==> src/rtl/uart2apb_pkg.sv <==
// Shared types and constants for the uart2apb bridge frame controller.
package uart2apb_pkg;

  typedef enum logic [2:0] {
    IDLE,
    ADDR,
    WDATA,
    SETUP,
    ACCESS,
    RESP
  } state_e;

  localparam logic [7:0] CMD_WR    = 8'h57;
  localparam logic [7:0] CMD_RD    = 8'h52;
  localparam logic [7:0] ST_OK     = 8'h00;
  localparam logic [7:0] ST_SLVERR = 8'h01;

endpackage

==> src/rtl/uart2apb_timeout_cnt.sv <==
// Inter-byte idle counter: o_hit flags the cycle in which the count reaches TIMEOUT_CYC.
module uart2apb_timeout_cnt #(
  parameter int unsigned TIMEOUT_CYC = 100000,
  parameter int unsigned TO_W        = 17
) (
  input  logic i_clk,
  input  logic i_rst_n,
  input  logic i_clr,
  input  logic i_inc,
  output logic o_hit
);

  logic [TO_W-1:0] r_cnt;

  always_ff @(posedge i_clk or negedge i_rst_n) begin
    if (!i_rst_n) begin
      r_cnt <= '0;
    end else if (i_clr) begin
      r_cnt <= '0;
    end else if (i_inc) begin
      r_cnt <= r_cnt + TO_W'(1);
    end
  end

  // Fires on the increment that would take the count to TIMEOUT_CYC.
  assign o_hit = i_inc && !i_clr && (r_cnt == TO_W'(TIMEOUT_CYC - 1));

endmodule

==> src/rtl/uart2apb_frame_ctrl.sv <==
// Frame sequencer: RX FIFO command frames -> one APB transfer -> TX FIFO response.
// Optional inter-byte timeout enabled by defining UART2APB_FRAME_TIMEOUT_EN.
module uart2apb_frame_ctrl
  import uart2apb_pkg::*;
#(
  parameter int unsigned TIMEOUT_CYC = 100000,
  parameter int unsigned TO_W        = 17
) (
  input  logic        clk,
  input  logic        rst_n,
  input  logic        rx_empty,
  input  logic [7:0]  rx_rd_data,
  output logic        rx_rd_en,
  input  logic        tx_full,
  output logic        tx_wr_en,
  output logic [7:0]  tx_wr_data,
  output logic [31:0] paddr,
  output logic [31:0] pwdata,
  output logic        pwrite,
  output logic        psel,
  output logic        penable,
  input  logic [31:0] prdata,
  input  logic        pready,
  input  logic        pslverr,
  output logic        busy,
  output logic        frame_err,
  output logic        timeout_err
);

  if ((64'd1 << TO_W) <= 64'(TIMEOUT_CYC)) begin : g_bad_to_w
    $error("TO_W too narrow for TIMEOUT_CYC");
  end

  state_e      r_state;
  state_e      w_next;
  logic [1:0]  r_byte_cnt;
  logic [2:0]  r_tx_idx;
  logic        r_is_wr;
  logic        r_slverr;
  logic [31:0] r_addr;
  logic [31:0] r_wdata;
  logic [31:0] r_rdata;
  logic        w_pop;
  logic        w_push;
  logic        w_cmd_ok;
  logic        w_to_hit;
  logic [2:0]  w_last_idx;

`ifdef UART2APB_FRAME_TIMEOUT_EN
  logic w_in_frame;
  assign w_in_frame = (r_state == ADDR) || (r_state == WDATA);

  uart2apb_timeout_cnt #(
    .TIMEOUT_CYC (TIMEOUT_CYC),
    .TO_W        (TO_W)
  ) u_timeout_cnt (
    .i_clk   (clk),
    .i_rst_n (rst_n),
    .i_clr   (w_pop),
    .i_inc   (w_in_frame && rx_empty),
    .o_hit   (w_to_hit)
  );
  assign timeout_err = w_to_hit;
`else
  assign w_to_hit    = 1'b0;
  assign timeout_err = 1'b0;
`endif

  assign w_cmd_ok   = (rx_rd_data == CMD_WR) || (rx_rd_data == CMD_RD);
  assign w_last_idx = r_is_wr ? 3'd0 : 3'd4;
  assign w_pop      = rx_rd_en;
  assign w_push     = tx_wr_en;
  assign busy       = (r_state != IDLE);
  assign paddr      = r_addr;
  assign pwdata     = r_wdata;
  assign pwrite     = r_is_wr;

  always_ff @(posedge clk or negedge rst_n) begin
    if (!rst_n) begin
      r_state <= IDLE;
    end else begin
      r_state <= w_next;
    end
  end

  always_comb begin
    w_next    = r_state;
    rx_rd_en  = 1'b0;
    tx_wr_en  = 1'b0;
    psel      = 1'b0;
    penable   = 1'b0;
    frame_err = 1'b0;
    case (r_state)
      IDLE: begin
        rx_rd_en = ~rx_empty;
        if (!rx_empty) begin
          if (w_cmd_ok) w_next = ADDR;
          else          frame_err = 1'b1;
        end
      end
      ADDR: begin
        rx_rd_en = ~rx_empty;
        if (w_to_hit) begin
          w_next = IDLE;
        end else if (!rx_empty && r_byte_cnt == 2'd3) begin
          w_next = r_is_wr ? WDATA : SETUP;
        end
      end
      WDATA: begin
        rx_rd_en = ~rx_empty;
        if (w_to_hit) begin
          w_next = IDLE;
        end else if (!rx_empty && r_byte_cnt == 2'd3) begin
          w_next = SETUP;
        end
      end
      SETUP: begin
        psel   = 1'b1;
        w_next = ACCESS;
      end
      ACCESS: begin
        psel    = 1'b1;
        penable = 1'b1;
        if (pready) w_next = RESP;
      end
      RESP: begin
        tx_wr_en = ~tx_full;
        if (!tx_full && r_tx_idx == w_last_idx) w_next = IDLE;
      end
      default: w_next = IDLE;
    endcase
  end

  always_comb begin
    tx_wr_data = '0;
    if (r_state == RESP) begin
      case (r_tx_idx)
        3'd0:    tx_wr_data = r_slverr ? ST_SLVERR : ST_OK;
        3'd1:    tx_wr_data = r_rdata[31:24];
        3'd2:    tx_wr_data = r_rdata[23:16];
        3'd3:    tx_wr_data = r_rdata[15:8];
        3'd4:    tx_wr_data = r_rdata[7:0];
        default: tx_wr_data = '0;
      endcase
    end
  end

  always_ff @(posedge clk or negedge rst_n) begin
    if (!rst_n) begin
      r_byte_cnt <= '0;
      r_tx_idx   <= '0;
      r_is_wr    <= 1'b0;
      r_slverr   <= 1'b0;
      r_addr     <= '0;
      r_wdata    <= '0;
      r_rdata    <= '0;
    end else begin
      case (r_state)
        IDLE: begin
          if (w_pop && w_cmd_ok) begin
            r_is_wr    <= (rx_rd_data == CMD_WR);
            r_byte_cnt <= '0;
          end
        end
        ADDR: begin
          if (w_pop) begin
            r_addr     <= {r_addr[23:0], rx_rd_data};
            r_byte_cnt <= r_byte_cnt + 2'd1;
          end
        end
        WDATA: begin
          if (w_pop) begin
            r_wdata    <= {r_wdata[23:0], rx_rd_data};
            r_byte_cnt <= r_byte_cnt + 2'd1;
          end
        end
        ACCESS: begin
          if (pready) begin
            r_rdata  <= prdata;
            r_slverr <= pslverr;
            r_tx_idx <= '0;
          end
        end
        RESP: begin
          if (w_push) r_tx_idx <= r_tx_idx + 3'd1;
        end
        default: ;
      endcase
    end
  end

endmodule

==> config.mk <==
export PLATFORM = sky130hd
export DESIGN_NAME = uart2apb_frame_ctrl
export DESIGN_NICKNAME = d
export VERILOG_FILES = /design/src/rtl/uart2apb_pkg.sv /design/src/rtl/uart2apb_timeout_cnt.sv /design/src/rtl/uart2apb_frame_ctrl.sv
export SDC_FILE = /design/constraint.sdc
export NUM_CORES = 1
export LEC_CHECK = 0
export ABC_CLOCK_PERIOD_IN_PS = 3400
export CORE_ASPECT_RATIO = 1.25
export CORE_MARGIN = 5
export CORE_UTILIZATION = 40
export DETAILED_ROUTE_END_ITERATION = 8
export PLACE_DENSITY = 0.69
export SETUP_SLACK_MARGIN = 0.3
export SLEW_MARGIN = 10
export SYNTH_ARGS = -nofsm -noshare
export SYNTH_HDL_FRONTEND = slang
export SYNTH_HIERARCHICAL = 1
export SYNTH_SLANG_ARGS = --single-unit
==> constraint.sdc <==
create_clock -name clk -period 3.4 [get_ports clk]
set_input_delay 0.68 -clock clk [delete_from_list [all_inputs] [get_ports clk]]
set_output_delay 0.68 -clock clk [all_outputs]
set_load 0.1 [all_outputs]
Yosys cells after proc, flatten, opt, wreduce, memory -nomap -nowiden
Cells that the tools add are included.
Storage, ports and cells
  bits in registers: 106
  output and inout port bits: 80
  word-level logic and storage cells: 80
Cells by class
  add/subtract/negate cells: 2
  equal/unequal tests: 22
  muxes and demuxes: 25
  bitwise logic cells: 2
  reductions and logical operators: 21
Operators by type and width (count)
  $pmux 8 s5: 1
  $mux 3: 9
  $pmux 3 s6: 1
  $eq 8x7->1 const B: 2
  $ne 2x2->1 const B: 8
  $eq 3x2->1 const B: 4
  $eq 3x3->1 const B: 3
  $mux 1: 9
  $mux 8: 1
  $reduce_and 2->1: 4
  $eq 3x1->1 const B: 2
  $logic_not 3->1: 2
  $pmux 3 s2: 1
  $reduce_and 3->1: 2
  $reduce_and 6->1: 1
  $mux 2: 2
  $pmux 2 s2: 1
  $reduce_bool 2->1: 2
  $reduce_or 2->1: 2
  $add 3x1->3 const B: 1
  $eq 3x3->1: 1
  $logic_and 1x1->1: 3
  $reduce_bool 3->1: 1
  $reduce_or 3->1: 1
  other kinds (6): 8

Logic depth before layout (Yosys ltp)
Gate-level depths: netlist of run 1.
  depth after elaboration: 6
  mapped depth: 7
  gate-level depth less buffers: 6

Worst setup path before layout of run 1
OpenSTA, ideal clock, no wires.
  kind: register -> output
  start point: register r_state[2]
  end point: output frame_err
  arrival time: 3.802 ns
  required time: 2.720 ns
  slack: -1.082 ns
  cell stages (with the launch flop): 5
  buffers on the path: 1
  path through: dfrtp_1 > buf_6 > nor3_1 > inv_1 > a311oi_1
Between the ends
  cells in the longest elaborated chain, start to end: 2
RTL lines
  from (decl): RTL line uart2apb_frame_ctrl.sv:34  | state_e r_state;
  from (signal assigned): RTL line uart2apb_frame_ctrl.sv:82  | r_state <= w_next;
  $logic_not 3->1: RTL line uart2apb_frame_ctrl.sv:93  | case (r_state)
  $mux 1: RTL line uart2apb_frame_ctrl.sv:93
  to (decl): RTL line uart2apb_frame_ctrl.sv:26  | output logic frame_err,
Every way passes these cells.

Worst setup path after layout of run 1
  start point: register r_tx_idx[2]
  end point: output tx_wr_data[3]
Between the ends
  cells in the longest elaborated chain, start to end: 3
  elaborated cells between the ends (all ways): 7
RTL lines
  from (decl): RTL line uart2apb_frame_ctrl.sv:37  | logic [2:0] r_tx_idx;
  from (signal assigned): RTL line uart2apb_frame_ctrl.sv:185  | if (w_push) r_tx_idx <= r_tx_idx + 3'd1;
  $eq 3x3->1 (tied with other cells): RTL line uart2apb_frame_ctrl.sv:137  | case (r_tx_idx)
  $pmux 8 s5 (*): RTL line uart2apb_frame_ctrl.sv:137
  $mux 8 (*): RTL line uart2apb_frame_ctrl.sv:136  | if (r_state == RESP) begin
  to (decl): RTL line uart2apb_frame_ctrl.sv:16  | output logic [7:0] tx_wr_data,
Every way passes the cells marked *; elsewhere a longest branch is shown, timed or not.

==> results of run 1 <==
Yosys cell counts (4+ instances only):
| cell type | number | area share (%) |
|---|---|---|
| mux2_2 | 61 | 15 |
| o21ai_0 | 8 | 0.89 |
| inv_1 | 6 | 0.50 |
| dfrtp_1 | 106 | 59 |
| a222oi_1 | 8 | 1.8 |
| clkbuf_1 | 5 | 0.41 |
| nand2_1 | 105 | 8.7 |
| mux2_1 | 4 | 1.0 |
| buf_2 | 7 | 0.77 |
| ha_1 | 6 | 1.7 |
| buf_4 | 7 | 1.2 |
| nor2_1 | 11 | 0.91 |
| a22o_1 | 8 | 1.5 |
state kept, by name, indices dropped and copies added (netlist names):
signal	flops
r_byte_cnt	2
pwdata	32
r_tx_idx	3
r_slverr	1
r_state	3
paddr	32
pwrite	1
r_rdata	32
metal layers:
| metal | GRT usage, % | share of wire, % | vias up |
|---|---|---|---|
| li1 | - | - | 1555 |
| met1 | 19.6 | 42 | 1597 |
| met2 | 25.5 | 48 | 116 |
| met3 | 7.48 | 9.2 | 8 |
| met4 | 4.29 | 1.1 | 0 |
| met5 | 0 | 0 | - |
final cells by class:
cell class | count | area, sq um
clock inverter | 7 | 61.3
sequential | 106 | 2650
tap | 135 | 169
clock buffer | 9 | 225
timing repair buffer | 130 | 1140
fill | 959 | 5070
inverter | 7 | 26.3
multi-input combinational | 250 | 1740
per-stage QoR:
step | setup slack [ns] | cell area [sq um] | cells
3_5_place_dp | 0.766 | 5720 | 627
6_report | 0.463 | 6020 | 644
5_1_grt | 0.304 | 6020 | 644
2_1_floorplan | 0.204 | 4540 | 383
4_1_cts | 0.421 | 6010 | 643
3_3_place_gp | 0.786 | 5720 | 627
logic make-up (layout without fill, tap and decap cells):
| kind of cell | after synthesis | after routing | share of synthesized area [%] |
|---|---|---|---|
| muxes | 65 | 65 | 16.2 |
| DFF | 106 | 106 | 58.6 |
| other | 1 | 1 | 0.0829 |
| and+or+nand+nor | 138 | 138 | 13.3 |
| xor gates and xnor gates | 2 | 2 | 0.387 |
| adders and majority gates | 6 | 6 | 1.66 |
| AOI/OAI and AO/OA | 38 | 38 | 6.56 |
| buffers and inverters | 27 | 153 | 3.18 |
worst paths after layout:
path | slack (ns) | endpoint | depth (start not counted)
max | 0.46 | tx_wr_data[3] | 5
min | 0.44 | r_tx_idx[2]$_DFFE_PN0P_ | 1
max reg2reg | 1.56 | r_byte_cnt[1]$_DFFE_PN0P_ | 5
min reg2reg | 0.48 | r_rdata[22]$_DFFE_PN0P_ | 2
max in group asynchronous | 2.25 | pwdata[25]$_DFFE_PN0P_ | 2
min in group clk | 0.48 | r_rdata[22]$_DFFE_PN0P_ | 2
critical path, stage by stage, from the launching register on:
cell and delay [ns]:
dfrtp_1 0.46, clkinv_1 0.29, ha_1 0.42, a222oi_1 0.41, nor2_1 0.08, buf_4 0.24
==> results.yml, run 1 <==
place:
  placement.io_buffers: 124
  hpwlAfterDp_um: 7800
  routabilityCongestion: 0.796
yosys:
  synth_async_sr_flop_share_pct: 100
  syn_area_sq_um: 4520
  syn_nets: 435
  synth_ff_type: "dfrtp_1"
  synth_seq_cells: 106
  syn_inst: 383
  synth_area_per_cell_sq_um: 11.8
  yosysWarnings: 6
  synth_seq_area_share_pct: 58.6
  yosysUniqueCellTypes: 38
  synth-edff-count: 0
global_routing:
  grt_pass1_vias: 3404
  globalRouteTotalUtil_pct: 16.0
  antenna_found_initial: 0
  grt-ovfl-total: 0
  grt_max_degree: 66
  grt_pass1_wl_um: 17500
detailed_routing:
  drc: 0
  vias_per_cell: 5.09
  drt_iter0_drc: 127
  num_vias: 3276
  routedWlPerCell_um: 16.7
  detail-route-antenna-nets: 0
  drt-total-wl_um: 10700
  first_pass_iters: 5
sta:
  setup_violations: 0
  fin_crit_sh_pct: 86.4
  final.setup.tns_ns: 0
  fin_crit_ns: 2.94
  whs_ns: 0.443
  rsz0062_at_grt: "no"
  hold_violations: 0
  slew_violations: 0
  fmaxAchievable_mhz: 341
  worst_pin_slew_ns: 0.977
  finClkSkew_ns: 0.00885
  relSlewSlack_pct: 34.6
outcome:
  status: "finished clean"
critical_path:
  path_max_fanout: 9
  cp_data_required_time_ns: 2.72
  path_class: "reg -> out"
  worst_ep_arrival_time_ns: 2.26
  worst_setup_path_start_kind: "register"
  reg2reg_from: "r_state[2]$_DFFE_PN0P_"
  crit_start: "r_tx_idx[2]$_DFFE_PN0P_"
  setup.worst_path.end_class: "output port"
cells_and_area:
  layout_commonest_cell: "dfrtp_1"
  finish.utilization_pct: 54.3
  drive_gt1_share_pct: 32.0
  nNetsFinal: 556
  final_cell_mix: "dfrtp_1 (106), nand2_1 (105), buf_4 (77)"
  diodes: 0
  syn_to_final_growth_pct: 33.0
floorplanning:
  row_count: 43
  start_util_pct: 40.8
  fp.coreArea_sq_um: 11100
  num_io_pins: 126
  die_w_um: 105
  die_y_um: 129
  die_area_sq_um: 13500
clock_tree:
  postCtsSetupBuffers: 0
  root_buffer: "clkbuf_16"
  clk_pin_slew_ns: 0.08
  cts_resized: 0
  holdBufCountCts: 0
  cts-buffers-inserted: 9
  cts_tree: "built"
  worstSkewPairLatency_ns: 0.34
  htree_levels: 3
  cts_sinks: 106
  clk_path_buf_depth: 2
worst_hold_path:
  hold_class: "in -> async"
job:
  cap_violations: 0
Power of run 1 is left out: the tool's default activity adds up to more than one toggle a clock period on the data nets, which glitch-free logic cannot reach.
==> run 2, diff against run 1 <==
--- a/config.mk
+++ b/config.mk
@@ -10,6 +10,7 @@
 export CORE_MARGIN = 5
 export CORE_UTILIZATION = 40
 export DETAILED_ROUTE_END_ITERATION = 8
+export MAX_ROUTING_LAYER = met4
 export PLACE_DENSITY = 0.69
 export SETUP_SLACK_MARGIN = 0.3
 export SLEW_MARGIN = 10
==> run 2 against run 1 <==
- register-to-register slack barely moved
- die area unchanged
- global-route usage rose by 0.49 points
- critical path depth unchanged
- maximum frequency is 0.35% lower
- sequential share of layout area unchanged
- non-clock buffer count unchanged
- count of clock-buffer cells in the layout unchanged
- worst setup slack got worse by 0.010 ns
- final cell count unchanged
- first-iteration DRC count is 4.7% lower
- via count rose by 1.2%
- largest cell class unchanged
- highest routed layer unchanged
==> results.yml, run 2 (synthesis gave the netlist of run 1 again) <==
sta:
  fmaxAchievable_mhz: 339
  final.setup.tns_ns: 0
  rsz0062_at_grt: "no"
  finClkSkew_ns: 0.00915
  fin_crit_sh_pct: 86.7
  relSlewSlack_pct: 34.7
  whs_ns: 0.441
  hold_violations: 0
  worst_pin_slew_ns: 0.977
  slew_violations: 0
  fin_crit_ns: 2.95
  setup_violations: 0
critical_path:
  cp_data_required_time_ns: 2.72
  setup.worst_path.end_class: "output port"
  crit_family: "buffers and inverters"
  crit_chain: "clkinv_1 > ha_1 > a222oi_1 > nor2_1 > buf_4"
  worst_setup_path_start_kind: "register"
  critPathBufInv: 2
  path_class: "reg -> out"
  path_max_fanout: 9
  worst_ep_arrival_time_ns: 2.27
  critical_path.max_stage_delay_ns: 0.47
  worst_path_max_delay_cell: "dfrtp_1"
global_routing:
  grt_pass1_wl_um: 17400
  globalRouteTotalUtil_pct: 16.5
  grt-ovfl-total: 0
  grt_max_degree: 66
  grt_pass1_vias: 3413
  antenna_found_initial: 0
cells_and_area:
  finish.utilization_pct: 54.3
  syn_to_final_growth_pct: 33.0
  nNetsFinal: 556
  diodes: 0
  final_cell_mix: "dfrtp_1 (106), nand2_1 (105), buf_4 (77)"
  drive_gt1_share_pct: 32.0
  fin_cells: 644
  num-fill-cells: 959
  layout_commonest_cell: "dfrtp_1"
clock_tree:
  cts_sinks: 106
  cts_tree: "built"
  cts_resized: 0
  root_buffer: "clkbuf_16"
  cts-buffers-inserted: 9
  clk_pin_slew_ns: 0.08
  htree_levels: 3
  worstSkewPairLatency_ns: 0.34
  clk_path_buf_depth: 2
place:
  placement.io_buffers: 124
  hpwlAfterDp_um: 7800
  placedCellCount: 627
  routabilityCongestion: 0.807
detailed_routing:
  first_pass_iters: 6
  drt-total-wl_um: 10700
  vias_per_cell: 5.15
  wl_met2_um: 5200
  met3_length_um: 857
  routedWlPerCell_um: 16.7
  highest_layer: "met4"
  drt_iter0_drc: 121
  num_vias: 3315
  detail-route-antenna-nets: 0
  wl_met1_um: 4610
  drc: 0
job:
  cap_violations: 0
floorplanning:
  row_count: 43
  die_y_um: 129
  fp.coreArea_sq_um: 11100
  start_util_pct: 40.8
  num_io_pins: 126
  die_w_um: 105
  die_area_sq_um: 13500
outcome:
  status: "finished clean"
worst_hold_path:
  hold_class: "in -> async"
==> run 2: worst paths after layout <==
kind / startpoint / to / slack (ns) / cells past startpoint
setup / recovery: r_tx_idx[2]$_DFFE_PN0P_ / tx_wr_data[3] / 0.45 / 5
hold / removal: rst_n / paddr[25]$_DFFE_PN0P_ / 0.44 / 1
setup reg to reg: r_state[0]$_DFFE_PN0P_ / pwdata[16]$_DFFE_PN0P_ / 1.56 / 4
hold reg to reg: r_rdata[22]$_DFFE_PN0P_ / r_rdata[22]$_DFFE_PN0P_ / 0.48 / 2
max in group asynchronous: rst_n / pwdata[23]$_DFFE_PN0P_ / 2.26 / 2
min in group clk: r_rdata[22]$_DFFE_PN0P_ / r_rdata[22]$_DFFE_PN0P_ / 0.48 / 2
==> run 2: what timing repair did <==
| action | CTS | global route |
|---|---|---|
| setup endpoints to repair | 0 | 8 |
| setup buffers | 0 | 1 |
| hold buffers | 0 | 0 |
==> run 2: stage by stage <==
step / instance area [sq um] / setup slack, ns
final: 6020 / 0.453
after global routing: 6020 / 0.304
after CTS: 6010 / 0.421
after detailed placement: 5720 / 0.766
after global placement: 5720 / 0.786
after floorplan: 4540 / 0.204
==> run 2: layout make-up <==
class	count	area, sq um	share of cell area, %
Clock buffer	9	225	3.74
Clock inverter	7	61.3	1.02
Inverter	7	26.3	0.437
Multi-Input combinational cell	250	1740	29.0
Sequential cell	106	2650	44.1
Tap cell	135	169	2.81
Timing Repair Buffer	130	1140	18.9
==> run 2: layer usage <==
layer,up-vias,GRT usage [%]
li1,1555,-
met1,1633,20.3
met2,121,25.5
met3,6,6.52
met4,0,4.29
met5,-,-
Power of run 2 is left out for the same reason.
